`src/rtl/controle_ajuste.sv`:
```
// rtl/controle_ajuste.sv - clock time-setting controller: button debounce, adjust FSM, strobes, blink
// Optional feature macro: AUTO_REPEAT_EN (held inc button auto-repeats its strobe).

module controle_ajuste_deb #(
  parameter logic [15:0] DEBOUNCE_CYCLES = 16'd50000
) (
  input  logic clk,
  input  logic reset,
  input  logic btn_i,
  output logic level_o,
  output logic press_o
);
  logic [1:0]  sync_q;
  logic [15:0] cnt_q, cnt_d;
  logic        level_q, level_d, prev_q;

  // Any cycle where the synchronized input agrees with the level restarts the count.
  always_comb begin
    cnt_d   = '0;
    level_d = level_q;
    if (sync_q[1] != level_q) begin
      if (cnt_q == DEBOUNCE_CYCLES - 16'd1) level_d = sync_q[1];
      else                                   cnt_d   = cnt_q + 16'd1;
    end
  end

  always_ff @(posedge clk or posedge reset) begin
    if (reset) begin
      sync_q  <= '0;
      cnt_q   <= '0;
      level_q <= 1'b0;
      prev_q  <= 1'b0;
    end else begin
      sync_q  <= {sync_q[0], btn_i};
      cnt_q   <= cnt_d;
      level_q <= level_d;
      prev_q  <= level_q;
    end
  end

  assign level_o = level_q;
  assign press_o = level_q & ~prev_q;
endmodule

module controle_ajuste #(
  parameter logic [15:0] DEBOUNCE_CYCLES = 16'd50000,
  parameter logic [23:0] BLINK_HALF      = 24'd250000,
  parameter logic [31:0] TIMEOUT_CYCLES  = 32'd5000000,
  parameter logic [23:0] REPEAT_DELAY    = 24'd500000,
  parameter logic [23:0] REPEAT_RATE     = 24'd100000
) (
  input  logic       clk,
  input  logic       reset,
  input  logic       btn_ajuste,
  input  logic       btn_inc,
  output logic [1:0] modo,
  output logic       run_en,
  output logic       inc_min,
  output logic       inc_hora,
  output logic       zera_seg,
  output logic       apaga_min,
  output logic       apaga_hora
);
  typedef enum logic [1:0] {NORMAL = 2'b00, AJ_MIN = 2'b01, AJ_HORA = 2'b10, ILEGAL = 2'b11} estado_t;

  estado_t     state_q, state_d;
  logic        aj_level, aj_press, inc_level, inc_press;
  logic        adj, busy, chg, strobe, inc_ok, rep_evt, tmo_hit;
  logic [31:0] tmo_q, tmo_d;
  logic [23:0] blk_q, blk_d;
  logic        phase_q, phase_d;
  logic        run_q, run_d, min_q, min_d, hora_q, hora_d, zera_q, zera_d;
  logic        apm_q, apm_d, aph_q, aph_d;
  logic        unused_lvl;

  controle_ajuste_deb #(.DEBOUNCE_CYCLES(DEBOUNCE_CYCLES)) u_deb_aj (
    .clk(clk), .reset(reset), .btn_i(btn_ajuste), .level_o(aj_level), .press_o(aj_press)
  );
  controle_ajuste_deb #(.DEBOUNCE_CYCLES(DEBOUNCE_CYCLES)) u_deb_inc (
    .clk(clk), .reset(reset), .btn_i(btn_inc), .level_o(inc_level), .press_o(inc_press)
  );

  assign unused_lvl = aj_level;
  assign adj        = (state_q == AJ_MIN) || (state_q == AJ_HORA);
  assign inc_ok     = adj & inc_press & ~aj_press;
  assign strobe     = inc_ok | rep_evt;
  // Pending inc activity takes priority over an expiring timeout.
  assign busy       = inc_press | rep_evt;
  assign tmo_hit    = !busy && (tmo_q == TIMEOUT_CYCLES - 32'd1);

  always_comb begin
    state_d = state_q;
    case (state_q)
      NORMAL:  if (aj_press) state_d = AJ_MIN;
      AJ_MIN:  if (aj_press) state_d = AJ_HORA;
               else if (tmo_hit) state_d = NORMAL;
      AJ_HORA: if (aj_press || tmo_hit) state_d = NORMAL;
      default: state_d = NORMAL;
    endcase
  end

  assign chg = (state_d != state_q);

  always_comb begin
    tmo_d = tmo_q + 32'd1;
    if (chg || !adj || aj_press || busy) tmo_d = '0;
    blk_d   = blk_q + 24'd1;
    phase_d = phase_q;
    if (chg || !adj || strobe) begin
      blk_d   = '0;
      phase_d = 1'b0;
    end else if (blk_q == BLINK_HALF - 24'd1) begin
      blk_d   = '0;
      phase_d = ~phase_q;
    end
    run_d  = (state_d == NORMAL);
    min_d  = strobe && (state_q == AJ_MIN);
    hora_d = strobe && (state_q == AJ_HORA);
    zera_d = adj && (state_d == NORMAL);
    apm_d  = phase_d && (state_d == AJ_MIN);
    aph_d  = phase_d && (state_d == AJ_HORA);
  end

  always_ff @(posedge clk or posedge reset) begin
    if (reset) begin
      state_q <= NORMAL;
      tmo_q   <= '0;
      blk_q   <= '0;
      phase_q <= 1'b0;
      run_q   <= 1'b1;
      min_q   <= 1'b0;
      hora_q  <= 1'b0;
      zera_q  <= 1'b0;
      apm_q   <= 1'b0;
      aph_q   <= 1'b0;
    end else begin
      state_q <= state_d;
      tmo_q   <= tmo_d;
      blk_q   <= blk_d;
      phase_q <= phase_d;
      run_q   <= run_d;
      min_q   <= min_d;
      hora_q  <= hora_d;
      zera_q  <= zera_d;
      apm_q   <= apm_d;
      aph_q   <= aph_d;
    end
  end

`ifdef AUTO_REPEAT_EN
  logic [23:0] rep_cnt_q, rep_cnt_d;
  logic        rep_act_q, rep_act_d, rep_first_q, rep_first_d;

  assign rep_evt = rep_act_q && inc_level && adj && !aj_press &&
                   (rep_cnt_q == (rep_first_q ? REPEAT_DELAY : REPEAT_RATE) - 24'd1);

  always_comb begin
    rep_cnt_d   = rep_cnt_q + 24'd1;
    rep_act_d   = rep_act_q;
    rep_first_d = rep_first_q;
    if (inc_ok) begin
      rep_cnt_d   = '0;
      rep_act_d   = 1'b1;
      rep_first_d = 1'b1;
    end else if (!rep_act_q || !inc_level || aj_press || chg) begin
      rep_cnt_d   = '0;
      rep_act_d   = 1'b0;
      rep_first_d = 1'b0;
    end else if (rep_evt) begin
      rep_cnt_d   = '0;
      rep_first_d = 1'b0;
    end
  end

  always_ff @(posedge clk or posedge reset) begin
    if (reset) begin
      rep_cnt_q   <= '0;
      rep_act_q   <= 1'b0;
      rep_first_q <= 1'b0;
    end else begin
      rep_cnt_q   <= rep_cnt_d;
      rep_act_q   <= rep_act_d;
      rep_first_q <= rep_first_d;
    end
  end
`else
  logic unused_rep;
  assign rep_evt    = 1'b0;
  assign unused_rep = ^{REPEAT_DELAY, REPEAT_RATE, inc_level};
`endif

  assign modo       = state_q;
  assign run_en     = run_q;
  assign inc_min    = min_q;
  assign inc_hora   = hora_q;
  assign zera_seg   = zera_q;
  assign apaga_min  = apm_q;
  assign apaga_hora = aph_q;
endmodule

```
`config.mk`:
```
export PLATFORM = sky130hd
export DESIGN_NAME = controle_ajuste
export DESIGN_NICKNAME = d
export VERILOG_FILES = /design/src/rtl/controle_ajuste.sv
export SDC_FILE = /design/constraint.sdc
export NUM_CORES = 1
export LEC_CHECK = 0
export ABC_AREA = 1
export CORE_ASPECT_RATIO = 0.7
export CORE_MARGIN = 2
export CORE_UTILIZATION = 40
export DETAILED_ROUTE_END_ITERATION = 10
export PLACE_DENSITY = 0.65
export SETUP_SLACK_MARGIN = 0.5
export SYNTH_ARGS = -nofsm -noshare
export SYNTH_HDL_FRONTEND = slang
export SYNTH_SLANG_ARGS = --single-unit
```
`constraint.sdc`:
```
create_clock -name clk -period 3.63 [get_ports clk]
set_clock_uncertainty 0.15 [all_clocks]
set_input_delay 0.9075 -clock clk [delete_from_list [all_inputs] [get_ports clk]]
set_output_delay 0.9075 -clock clk [all_outputs]
set_load 0.1 [all_outputs]
```
== Yosys cells after proc, flatten, opt, wreduce, memory -nomap -nowiden ==
Cells that the tools add are included.
Cells by class
  $add $sub $neg: 4
  equal/unequal tests: 11
  multiplexer cells: 14
  bitwise gates (word level): 8
  reductions and logical operators: 18
Operator list (count)
  16-bit 2-to-1 mux: 4
  24-bit 2-to-1 mux: 2
  16-bit by 1-bit adder with 16-bit output, second input constant: 2
  32-bit by 1-bit adder with 32-bit output, second input constant: 1
  16-bit == test, second input constant: 2
  32-bit by 23-bit == test with 1-bit output, second input constant: 1
  32-bit 2-to-1 mux: 1
  24-bit by 1-bit adder with 24-bit output, second input constant: 1
  24-bit by 18-bit == test with 1-bit output, second input constant: 1
  2-bit 2-to-1 mux: 4
  1-bit logical AND: 6
  1-bit logical OR: 6
  2-bit one-hot mux with 3 select lines: 1
  1-bit bitwise AND: 4
  2-bit by 1-bit == test with 1-bit output, second input constant: 2
  2-bit == test, second input constant: 2
  2-bit logical NOT: 2
  1-bit inverter: 4
  2-bit AND reduction: 2
  1-bit logical NOT: 2
  1-bit 2-to-1 mux: 2
  1-bit != test: 2
  2-bit != test: 1
Storage, ports and cells
  register bits: 105
  output and inout bits: 8
  logic and storage cells: 73

== Longest topological paths before layout ==
Gate-level depths: netlist of the first run.
  depth after elaboration: 12
  depth in mapped cells: 15
  gate-level depth less buffers: 13

== Cells and area by module ==
A second synthesis of the first run with hierarchy kept.
Unflattened totals
  cell total of the unflattened synthesis: 693
  area, all modules: 5894.4 um2
By module, submodules not included
  controle_ajuste: times used 1, cells an instance 429, area an instance 3787.4 um2
  controle_ajuste_deb: times used 2, cells an instance 132, area an instance 1053.5 um2

== Least setup slack after synthesis of the first run ==
No wires, ideal clock.
  kind: register to register
  from: reg state_q[1] (netlist: modo[1])
  to: reg blk_q[19]
  arrival time: 2.550 ns
  data required time: 3.409 ns
  slack: 0.858 ns
  cell stages (with the launch flop): 13
  path buffers: 1
  period minus slack after synthesis: 2.772 ns
  cell sequence: dfrtp_1 inv_1 ha_1 inv_1 nand2_1 nor3_2 nand3_1 nand3_2 nor2_1 nor2_4 nand3_4 buf_6 nor2_1
On the way
  word-level cells in the longest chain between the ends: 7
  elaborated cells between the ends (all ways): 16
  classes of those cells: eq/ne: 3; mux: 6; bitwise: 2; reduce/logical: 5
Ends and longest elaborated chain
  from (decl): line 66  | estado_t state_q, state_d;
  from (signal assigned): line 137  | state_q <= state_d;
  2-bit 2-to-1 mux: line 96  | else if (tmo_hit) state_d = NORMAL;
  2-bit 2-to-1 mux: line 95  | AJ_MIN: if (aj_press) state_d = AJ_HORA;
  2-bit one-hot mux with 3 select lines: line 93  | case (state_q)
  2-bit != test: line 102  | assign chg = (state_d != state_q);
  1-bit logical OR: line 109  | if (chg || !adj || strobe) begin
  1-bit logical OR *: line 109
  24-bit 2-to-1 mux *: line 109
  named net blk_d[19]: line 70  | logic [23:0] blk_q, blk_d;
  to (signal assigned): line 139  | blk_q <= blk_d;
  to (decl): line 70
The timed path passes the listed nets; every way through them passes the cells marked *.
A chain may end at the register's enable or synchronous reset.

== Final worst setup path of the first run ==
  from: reg state_q[0] (netlist: modo[0])
  to: reg tmo_q[2]
On the way
  word-level cells in the longest chain between the ends: 8
  elaborated cells between the ends (all ways): 15
  classes of those cells: eq/ne: 3; mux: 6; reduce/logical: 6
Ends and longest elaborated chain
  2-bit 2-to-1 mux: line 96
  2-bit 2-to-1 mux: line 95
  2-bit one-hot mux with 3 select lines: line 93
  2-bit != test: line 102
  1-bit logical OR * (3 in series): line 106  | if (chg || !adj || aj_press || busy) tmo_d = '0;
  32-bit 2-to-1 mux *: line 106
  named net tmo_d[2]: line 69  | logic [31:0] tmo_q, tmo_d;
  to (signal assigned): line 138  | tmo_q <= tmo_d;
  to (decl): line 69
Marks and branches as above.

==> results.cfg, run 1 <==
[route]
drcViolationCount = 0
first_pass_iters = 5
drt_iter0_markers = 259
routedWlPerCell_microns = 12.6
drtAntennaViolNets = 0
viasPerCell = 4.87
wirelength_microns = 10800
num_vias = 4150

[sta]
hold_viol = 0
relSlewSlack = 0.592
max_freq_mhz = 402
setup_violations = 0
tightest_slew_ps = 611
setup_tns_ps = 0
min_period_ps = 2490
final.period_utilization = 0.685
rsz0062_at_grt = no
hold_slack_ps = 211
slew_violations = 0

[worst_setup_path]
startpoint = modo[0]$_DFF_PP0_
required_ps = 3740
path_class = reg2reg
start_kind = register
max_stage_delay_ps = 450
cp_top_family = simple AND/OR/NAND/NOR gates
cp-endpoint = tmo_q[2]$_DFF_PP0_
cp_num_buf_inv = 2
path_cells = inv_1, ha_1, inv_1, nand2_1, nor3_2, nand3_1, nand2_1, nand2_1, nand3_2, nand2_2, nand2_4, nand3b_4, nor2_1
cp.depth = 13
worstReg2RegStart = modo[0]$_DFF_PP0_
cp_slowest_cell = dfrtp_1
r2r-end = tmo_q[2]$_DFF_PP0_
endpoint_kind = register
r2r_slack_ps = 1140
cp.arrival_ps = 2600
rr_worst_depth = 13
cp_max_fo = 32
crit_top_cell = nand2_1

[power_and_ir_drop]
p_comb_frac = 0.022
peakVddDrop_uv = 248
seq_power_share = 0.546
p_int_w = 0.00168
clockPowerShare = 0.433
p_leak_nw = 2.47
p_per_area_nw_per_um2 = 356
p_sw_frac = 0.224
power_switching_w = 0.000485

[clocking]
postCtsHoldBufs = 0
clkTransAtPathRegs_ps = 70
tritoncts = done
post_cts_resized = 0
post_cts.repair.setup_buffers = 0
cts-root-buf = clkbuf_16
insertion_delay_ps = 340
cts_made_buffers = 9
h-tree-depth = 3
numClockSinks = 105
clockBufferDepth = 2

[finish]
multiInputGateArea_sq_um = 2490
area.sequential_sq_um = 2630
utilization = 0.457
diodes = 0
area_growth_pct = 10.3
filler_cell_count = 1302
nets = 675
drive_gt1_frac = 0.117

[synth]
yosys.area.top_type_share = 0.472
yosysTopAreaCell = dfrtp_1
synth_area_per_cell_sq_um = 8.52
synth_cell_types = 34
ys_warn_count = 0
synth_area_leaders = dfrtp_1 (47%), nor2_1 (7.8%), xor2_1 (7.1%)
ys_seq_area_frac = 0.477
synth.net_count = 659
synth_seq_cells = 105
synth_area_sq_um = 5520
postSynthCellCount = 647

[global_routing]
grt_util_all_layers = 0.164
antenna_found_initial = 0
grt_max_degree = 81
grt_pass1_vias = 4191
grt.overflow.total = 0
grt_pass1_wl_microns = 19200

[die]
dieArea_sq_um = 14800
start_util = 0.414
fp.dieH_microns = 102
row_count = 35
io_pins = 12
coreArea_sq_um = 13300
die_w_microns = 144

[outcome]
outcome = finished, final reports clean

[run]
max_cap_viol_count = 0

[placement]
dp_hpwl_microns = 7790
io_buffer_count = 11
gp_congestion = 0.898

[min_path]
holdCritPathClass = reg2reg
how the worst min path moves through the flow:
stage | startpoint | end | slack [ps] | cells past startpoint
final | u_deb_aj.sync_q[0]$_DFF_PP0_ | u_deb_aj.sync_q[1]$_DFF_PP0_ | 210 | 0
after global routing | u_deb_aj.sync_q[0]$_DFF_PP0_ | u_deb_aj.sync_q[1]$_DFF_PP0_ | 220 | 0
after CTS | u_deb_aj.sync_q[0]$_DFF_PP0_ | u_deb_aj.sync_q[1]$_DFF_PP0_ | 210 | 0
after detailed placement | u_deb_aj.sync_q[0]$_DFF_PP0_ | u_deb_aj.sync_q[1]$_DFF_PP0_ | 200 | 0
after global placement | u_deb_inc.sync_q[0]$_DFF_PP0_ | u_deb_inc.sync_q[1]$_DFF_PP0_ | 190 | 0
after floorplan | u_deb_aj.sync_q[0]$_DFF_PP0_ | u_deb_aj.sync_q[1]$_DFF_PP0_ | 180 | 0
sequential cells by signal (all words and copies together) (netlist names):
signal / flops
blk_q: 24
u_deb_inc.level_o: 1
modo: 2
run_en: 1
apaga_min: 1
u_deb_aj.level_o: 1
apaga_hora: 1
u_deb_inc.sync_q: 2
tmo_q: 32
u_deb_aj.cnt_q: 16
u_deb_inc.prev_q: 1
phase_q: 1
u_deb_inc.cnt_q: 16
inc_hora: 1
u_deb_aj.prev_q: 1
inc_min: 1
u_deb_aj.sync_q: 2
zera_seg: 1
layout by cell type (no fill, tap or decap), drive strengths merged, types with 2 or more instances in the layout:
cell             n
nor2           131
nand2          105
dfrtp          104
inv             90
xor2            45
nand3           36
nor3            30
o21ai           21
nand4           21
a21oi           16
nor4            12
xnor2           10
clkbuf          10
buf              9
ha               8
or2              3
nor3b            3
clkdlybuf4s50    3
clkinvlp         2
nand3b           2
clkinv           2
cells in the mapped netlist:
cell type / number
clkbuf_1: 2
inv_1: 85
nand2_1: 99
dfrtp_1: 104
nand4_2: 3
nand3b_1: 1
nor3b_1: 3
xnor2_1: 10
nand3_1: 30
nor4_1: 11
inv_2: 3
nand3_2: 5
nand2_4: 1
dfstp_2: 1
nor3_2: 11
nor2_1: 115
nand4_1: 18
nor2_4: 3
mux2_2: 1
buf_6: 5
a21oi_1: 16
nand2_2: 5
ha_1: 8
o311ai_0: 1
o21ai_0: 21
a31oi_1: 1
or3_1: 1
or2_2: 3
xor2_1: 45
nor2_2: 13
nand3b_4: 1
nand3_4: 1
nor4_4: 1
nor3_1: 19
worst reg2reg max path, stage by stage (launching register included):
cell	delay, ps
dfrtp_1	450
inv_1	100
ha_1	200
inv_1	90
nand2_1	70
nor3_2	150
nand3_1	140
nand2_1	90
nand2_1	80
nand3_2	110
nand2_2	80
nand2_4	100
nand3b_4	330
nor2_1	250
layer usage:
layer	vias to the layer above	track usage	routed length [microns]
met3	13	0.0337	443
li1	2102	-	-
met1	1957	0.232	5470
met2	78	0.253	4720
met5	-	0	0
met4	0	0.0568	142
stage by stage:
stage | instance area [sq um] | setup slack [ps] | power, W | cells
after floorplan | 5520 | 858 | 0.00123 | 647
after global placement | 5800 | 1330 | 0.00125 | 837
after detailed placement | 5800 | 1160 | 0.00125 | 837
after CTS | 6080 | 1140 | 0.00219 | 853
after global routing | 6080 | 856 | 0.00225 | 853
final | 6080 | 1140 | 0.00216 | 853
power groups by stage:
stage / Combinational (W) / Sequential, W / Clock, W
final: 0.0000468 / 0.00118 / 0.000936
after global routing: 0.0000551 / 0.00118 / 0.00101
after CTS: 0.0000492 / 0.00118 / 0.000963
after detailed placement: 0.0000492 / 0.00120 / 0
after global placement: 0.0000469 / 0.00120 / 0
after floorplan: 0.0000315 / 0.00120 / 0
area by class of cell:
cell class / instances / area share
sequential: 105 / 0.432
clock inverter: 6 / 0.00782
multi-input combinational: 447 / 0.410
inverter: 88 / 0.0549
tap: 185 / 0.0381
clock buffer: 10 / 0.0393
timing repair buffer: 12 / 0.0181
kinds of logic (layout without fill, tap and decap cells):
kind of cell | Yosys count | count (layout) | share of synthesized area
AND/OR/NAND/NOR | 344 | 344 | 0.308
AO/OA/AOI/OAI | 39 | 39 | 0.0363
buffers and inverters | 95 | 116 | 0.0715
XOR/XNOR | 55 | 55 | 0.0873
flip-flops | 105 | 105 | 0.477
multiplexers | 1 | 1 | 0.00204
adder cells (fa/ha/maj) | 8 | 8 | 0.0181
(Power assumes the default switching activity.)
==> run 2, diff against run 1 <==
PLACE_DENSITY = 0.63   (was 0.65)
clock period = 2.5 ns   (was 3.63 ns; I/O delays follow)
==> run 2 against run 1 <==
Effect of this change: first-iteration DRC count rose by 18%; sequential cell count did not move; total power increased by 46%; critical path depth stayed put; clock-buffer cell count is the same; via count increased by 10%; wire length rose by 29%; global-route usage rose by 2.8 points; clock power up 44%; worst hold slack got worse by 6.8 ps; largest power group unchanged.
==> results.cfg, run 2 (synthesis results as in run 1) <==
[global_routing]
grt_max_degree = 64
grt_pass1_wl_microns = 22100
antenna_found_initial = 0
grt_pass1_vias = 4574
grt_util_all_layers = 0.192
grt.overflow.total = 0

[worst_setup_path]
path_cells = inv_4, ha_4, inv_4, buf_4, a21oi_2, nand3_2, nand2_1, nand2_2, nor2_4, buf_12, buf_12, nand3b_4, nor2_2
start_kind = register
required_ps = 2620
cp_num_buf_inv = 5
cp.arrival_ps = 2350
max_stage_delay_ps = 460
cp_slowest_cell = dfrtp_2
path_class = reg2reg
cp_max_fo = 8
cp_top_family = simple AND/OR/NAND/NOR gates
endpoint_kind = register

[clocking]
clkTransAtPathRegs_ps = 70
cts_made_buffers = 9
insertion_delay_ps = 350
h-tree-depth = 3
numClockSinks = 105
tritoncts = done
clockBufferDepth = 2
cts-root-buf = clkbuf_16

[power_and_ir_drop]
p_int_w = 0.00243
p_comb_frac = 0.028
peakVddDrop_uv = 316
p_per_area_nw_per_um2 = 422
clockPowerShare = 0.427
p_leak_nw = 3.00
p_sw_frac = 0.230
seq_power_share = 0.545
power_switching_w = 0.000727

[route]
drt_iter0_markers = 305
drtAntennaViolNets = 0
num_vias = 4581
viasPerCell = 4.97
drcViolationCount = 0
first_pass_iters = 4
routedWlPerCell_microns = 15.0
wirelength_microns = 13900

[finish]
final_common_cell = dfrtp_1
diodes = 0
top_register = tmo_q
utilization = 0.562
mostFrequentLayoutCells = dfrtp_1 (98), nand2_1 (87), inv_1 (76), nor2_1 (65), buf_4 (58)
fin_cells = 922
reg.largest.list = tmo_q x32, blk_q x24
drive_gt1_frac = 0.351
area_growth_pct = 35.7
largest_reg_flops = 32
multiInputGateArea_sq_um = 3250
area.sequential_sq_um = 2640
nets = 744
filler_cell_count = 1128

[die]
start_util = 0.414
coreArea_sq_um = 13300
die_w_microns = 144
io_pins = 12
row_count = 35
fp.dieH_microns = 102
dieArea_sq_um = 14800

[sta]
min_period_ps = 2230
max_freq_mhz = 449
slew_violations = 0
setup_violations = 0
hold_viol = 0
rsz0062_at_grt = yes
relSlewSlack = 0.701
tightest_slew_ps = 447
final.period_utilization = 0.891
setup_tns_ps = 0

[min_path]
holdCritPathClass = reg2reg

[placement]
dp_hpwl_microns = 7920
dp.cells = 840
io_buffer_count = 11
gp_congestion = 0.879

[run]
max_cap_viol_count = 0

[outcome]
outcome = finished, final reports clean
-- run 2: cell types whose count changed in the layout (fill, tap and decap cells not counted), sizes merged --
cell / delta
nand3b: +3
clkinv: +1
inv: -1
buf: +66
-- run 2: worst paths after layout --
path,start,end,slack (ps),depth (start not counted)
worst max-delay path,modo[0]$_DFF_PP0_,tmo_q[2]$_DFF_PP0_,270,13
worst min-delay path,u_deb_aj.sync_q[0]$_DFF_PP0_,u_deb_aj.sync_q[1]$_DFF_PP0_,200,0
worst max register to register,modo[0]$_DFF_PP0_,tmo_q[2]$_DFF_PP0_,270,13
worst min register to register,u_deb_aj.sync_q[0]$_DFF_PP0_,u_deb_aj.sync_q[1]$_DFF_PP0_,200,0
max in group asynchronous,reset,blk_q[2]$_DFF_PP0_,1110,3
min in group asynchronous,reset,u_deb_inc.cnt_q[1]$_DFF_PP0_,440,2
-- run 2: through the flow --
stage / power [W] / setup slack, ps / cell area (sq um) / hold WS [ps]
after global routing: 0.00329 / 182 / 7480 / 213
after detailed placement: 0.00182 / 127 / 5870 / 186
after global placement: 0.00182 / 280 / 5870 / 187
after CTS: 0.00317 / 384 / 6980 / 202
final: 0.00316 / 272 / 7480 / 205
after floorplan: 0.00179 / 188 / 5580 / 181
-- run 2: area by class of cell --
class / instances / share of cell area
Inverter: 88 / 0.0463
Multi-Input combinational cell: 450 / 0.434
Clock buffer: 10 / 0.0306
Sequential cell: 105 / 0.352
Tap cell: 185 / 0.0309
Timing Repair Buffer: 78 / 0.0986
Clock inverter: 6 / 0.00685
-- run 2: per-layer routing --
layer,wire length (microns),vias up,GRT usage
met4,236,0,0.0635
met1,6360,2216,0.262
met2,6730,97,0.308
met3,546,24,0.0431
li1,-,2244,-
met5,0,-,0
-- run 2: what timing repair did --
action,CTS,global route
buffers inserted,45,17
gates cloned,4,0
setup endpoints to repair,83,88
hold buffers,0,0
pin swaps,39,37
resized for setup,83,103
-- run 2: power groups by stage --
stage                     Combinational (W)  Sequential (W)  Clock, W
after floorplan                   0.0000458         0.00175         0
after global placement            0.0000714         0.00175         0
after detailed placement          0.0000742         0.00175         0
after CTS                         0.0000757         0.00172   0.00137
after global routing               0.000104         0.00172   0.00146
final                             0.0000896         0.00172   0.00135
==> run 3, diff against run 2 <==
PLACE_DENSITY = unset   (was 0.63)
==> run 3 against run 2 <==
Effect of this change: clock power about the same; combinational power is 15% higher; largest cell class unchanged; highest routed layer unchanged; first-iteration DRC count decreased by 16%; critical endpoint is now tmo_q[15]$_DFF_PP0_; via count is essentially flat.
==> results.cfg, run 3 (synthesis results as in run 1) <==
[route]
drtAntennaViolNets = 0
drt_iter0_markers = 255
first_pass_iters = 4
wirelength_microns = 13400
drcViolationCount = 0
viasPerCell = 4.92
num_vias = 4578
routedWlPerCell_microns = 14.4

[min_path]
holdCritPathClass = reg2reg
hp-start = u_deb_aj.sync_q[0]$_DFF_PP0_
holdPathStages = 0
hold_end = u_deb_aj.sync_q[1]$_DFF_PP0_

[placement]
io_buffer_count = 11
dp_hpwl_microns = 8100
gp_congestion = 0.880
place_ws_ps = 157

[clocking]
cts-root-buf = clkbuf_16
postCtsHoldBufs = 0
h-tree-depth = 3
clockBufferDepth = 2
clkTransAtPathRegs_ps = 80
insertion_delay_ps = 360
numClockSinks = 105
tritoncts = done
cts_made_buffers = 9

[die]
io_pins = 12
start_util = 0.414
die_w_microns = 144
coreArea_sq_um = 13300
row_count = 35
dieArea_sq_um = 14800
fp.dieH_microns = 102

[global_routing]
grtUsageMet1 = 0.273
grt_util_met2 = 0.260
antenna_found_initial = 0
grt.overflow.total = 0
top_usage_layer = met1
grtUsageMet3 = 0.0384
grt_util_all_layers = 0.181
grt_pass1_vias = 4277
grt_max_degree = 42
grt_pass1_wl_microns = 20900

[power_and_ir_drop]
p_leak_nw = 3.06
peakVddDrop_uv = 373
p_per_area_nw_per_um2 = 431

[worst_setup_path]
max_stage_delay_ps = 400
rr_worst_depth = 13
cp_max_fo = 8
required_ps = 2590
cp.arrival_ps = 2240
path_class = reg2reg
cp_slowest_cell = dfrtp_2
r2r-end = tmo_q[15]$_DFF_PP0_
crit_top_cell = nand2_2
start_kind = register
r2r_slack_ps = 350
path_cells = inv_4, ha_4, inv_4, nand2_2, nor3_2, nand3_2, nand2_2, nand2_2, nand4_1, nand2_8, buf_12, nand3b_4, nor2_1
endpoint_kind = register
worstReg2RegStart = modo[1]$_DFF_PP0_

[finish]
final_common_cell = dfrtp_1
drive_gt1_frac = 0.352
filler_cell_count = 1180
nets = 752
largest_reg_flops = 32
mostFrequentLayoutCells = dfrtp_1 (98), nand2_1 (90), inv_1 (75), nor2_1 (64), buf_4 (60)
multiInputGateArea_sq_um = 3120
top_register = tmo_q
area.sequential_sq_um = 2640
area_growth_pct = 33.9
diodes = 0
reg.largest.list = tmo_q x32, blk_q x24

[sta]
final.period_utilization = 0.859
rsz0062_at_grt = yes
tightest_slew_ps = 423
hold_viol = 0
setup_violations = 0
hold_slack_ps = 210
min_period_ps = 2150
setup_tns_ps = 0
slew_violations = 0
fin_ws_ps = 353
relSlewSlack = 0.716
max_freq_mhz = 466

[outcome]
outcome = finished, final reports clean

[run]
max_cap_viol_count = 0
## run 3: cell count changes in the layout (fill, tap and decap cells not counted), moves of 4 or more
cell / before / now
buf_12: 7 / 3
nor2_2: 34 / 56
nand3_2: 7 / 11
nor2_4: 32 / 11
nand2_2: 13 / 8
buf_6: 8 / 19
nand3_4: 11 / 5
## run 3: worst max-delay path, delay by kind of cell (launching register included)
family	cells	cell delay, ps
buffers and inverters	3	270
flip-flops	1	400
AND/OR/NAND/NOR	9	1060
adder cells (fa/ha/maj)	1	160
## run 3: layout make-up
class	instances	share of cell area
Multi-Input combinational cell	450	0.422
Sequential cell	105	0.357
Timing Repair Buffer	86	0.104
Inverter	88	0.0473
Tap cell	185	0.0314
Clock buffer	9	0.0305
Clock inverter	7	0.00763
## run 3: worst max-delay path by stage
stage	startpoint	end	slack [ps]	cells past startpoint
final	modo[1]$_DFF_PP0_	tmo_q[15]$_DFF_PP0_	350	13
after global routing	tmo_q[2]$_DFF_PP0_	tmo_q[25]$_DFF_PP0_	230	9
after CTS	tmo_q[0]$_DFF_PP0_	tmo_q[31]$_DFF_PP0_	410	12
after detailed placement	modo[0]$_DFF_PP0_	tmo_q[14]$_DFF_PP0_	160	12
after global placement	modo[1]$_DFF_PP0_	tmo_q[14]$_DFF_PP0_	290	12
after floorplan	modo[0]$_DFF_PP0_	blk_q[19]$_DFF_PP0_	190	12
## run 3: timing repair
item                                    in CTS  in global routing
cloned                                       3                  0
pin swaps                                   36                 56
setup buffers                               39                 32
resized for setup                           48                119
endpoints found under the setup margin      83                 86
## run 3: routing by layer
layer  part of all wire  vias up
li1                   -     2253
met1               0.49     2197
met2               0.45      111
met3              0.041       17
met4              0.017        0
met5                  0        -
## run 3: stage by stage
stage,instance area [sq um],total power (W),instances,utilization
floorplan,5580,0.00179,647,-
global placement,5890,0.00182,840,0.442
detailed placement,5890,0.00183,840,0.442
CTS,6710,0.00319,898,0.504
global route,7380,0.00329,930,0.555
finish,7380,0.00318,930,0.555
## run 3: power breakdown
part           total (W)  internal (W)  switching, W  leakage [nW]
sequential       0.00172       0.00171     0.0000102          1.44
combinational   0.000103     0.0000390     0.0000643          1.49
clock            0.00136      0.000684      0.000675         0.130
total            0.00318       0.00243      0.000750          3.06
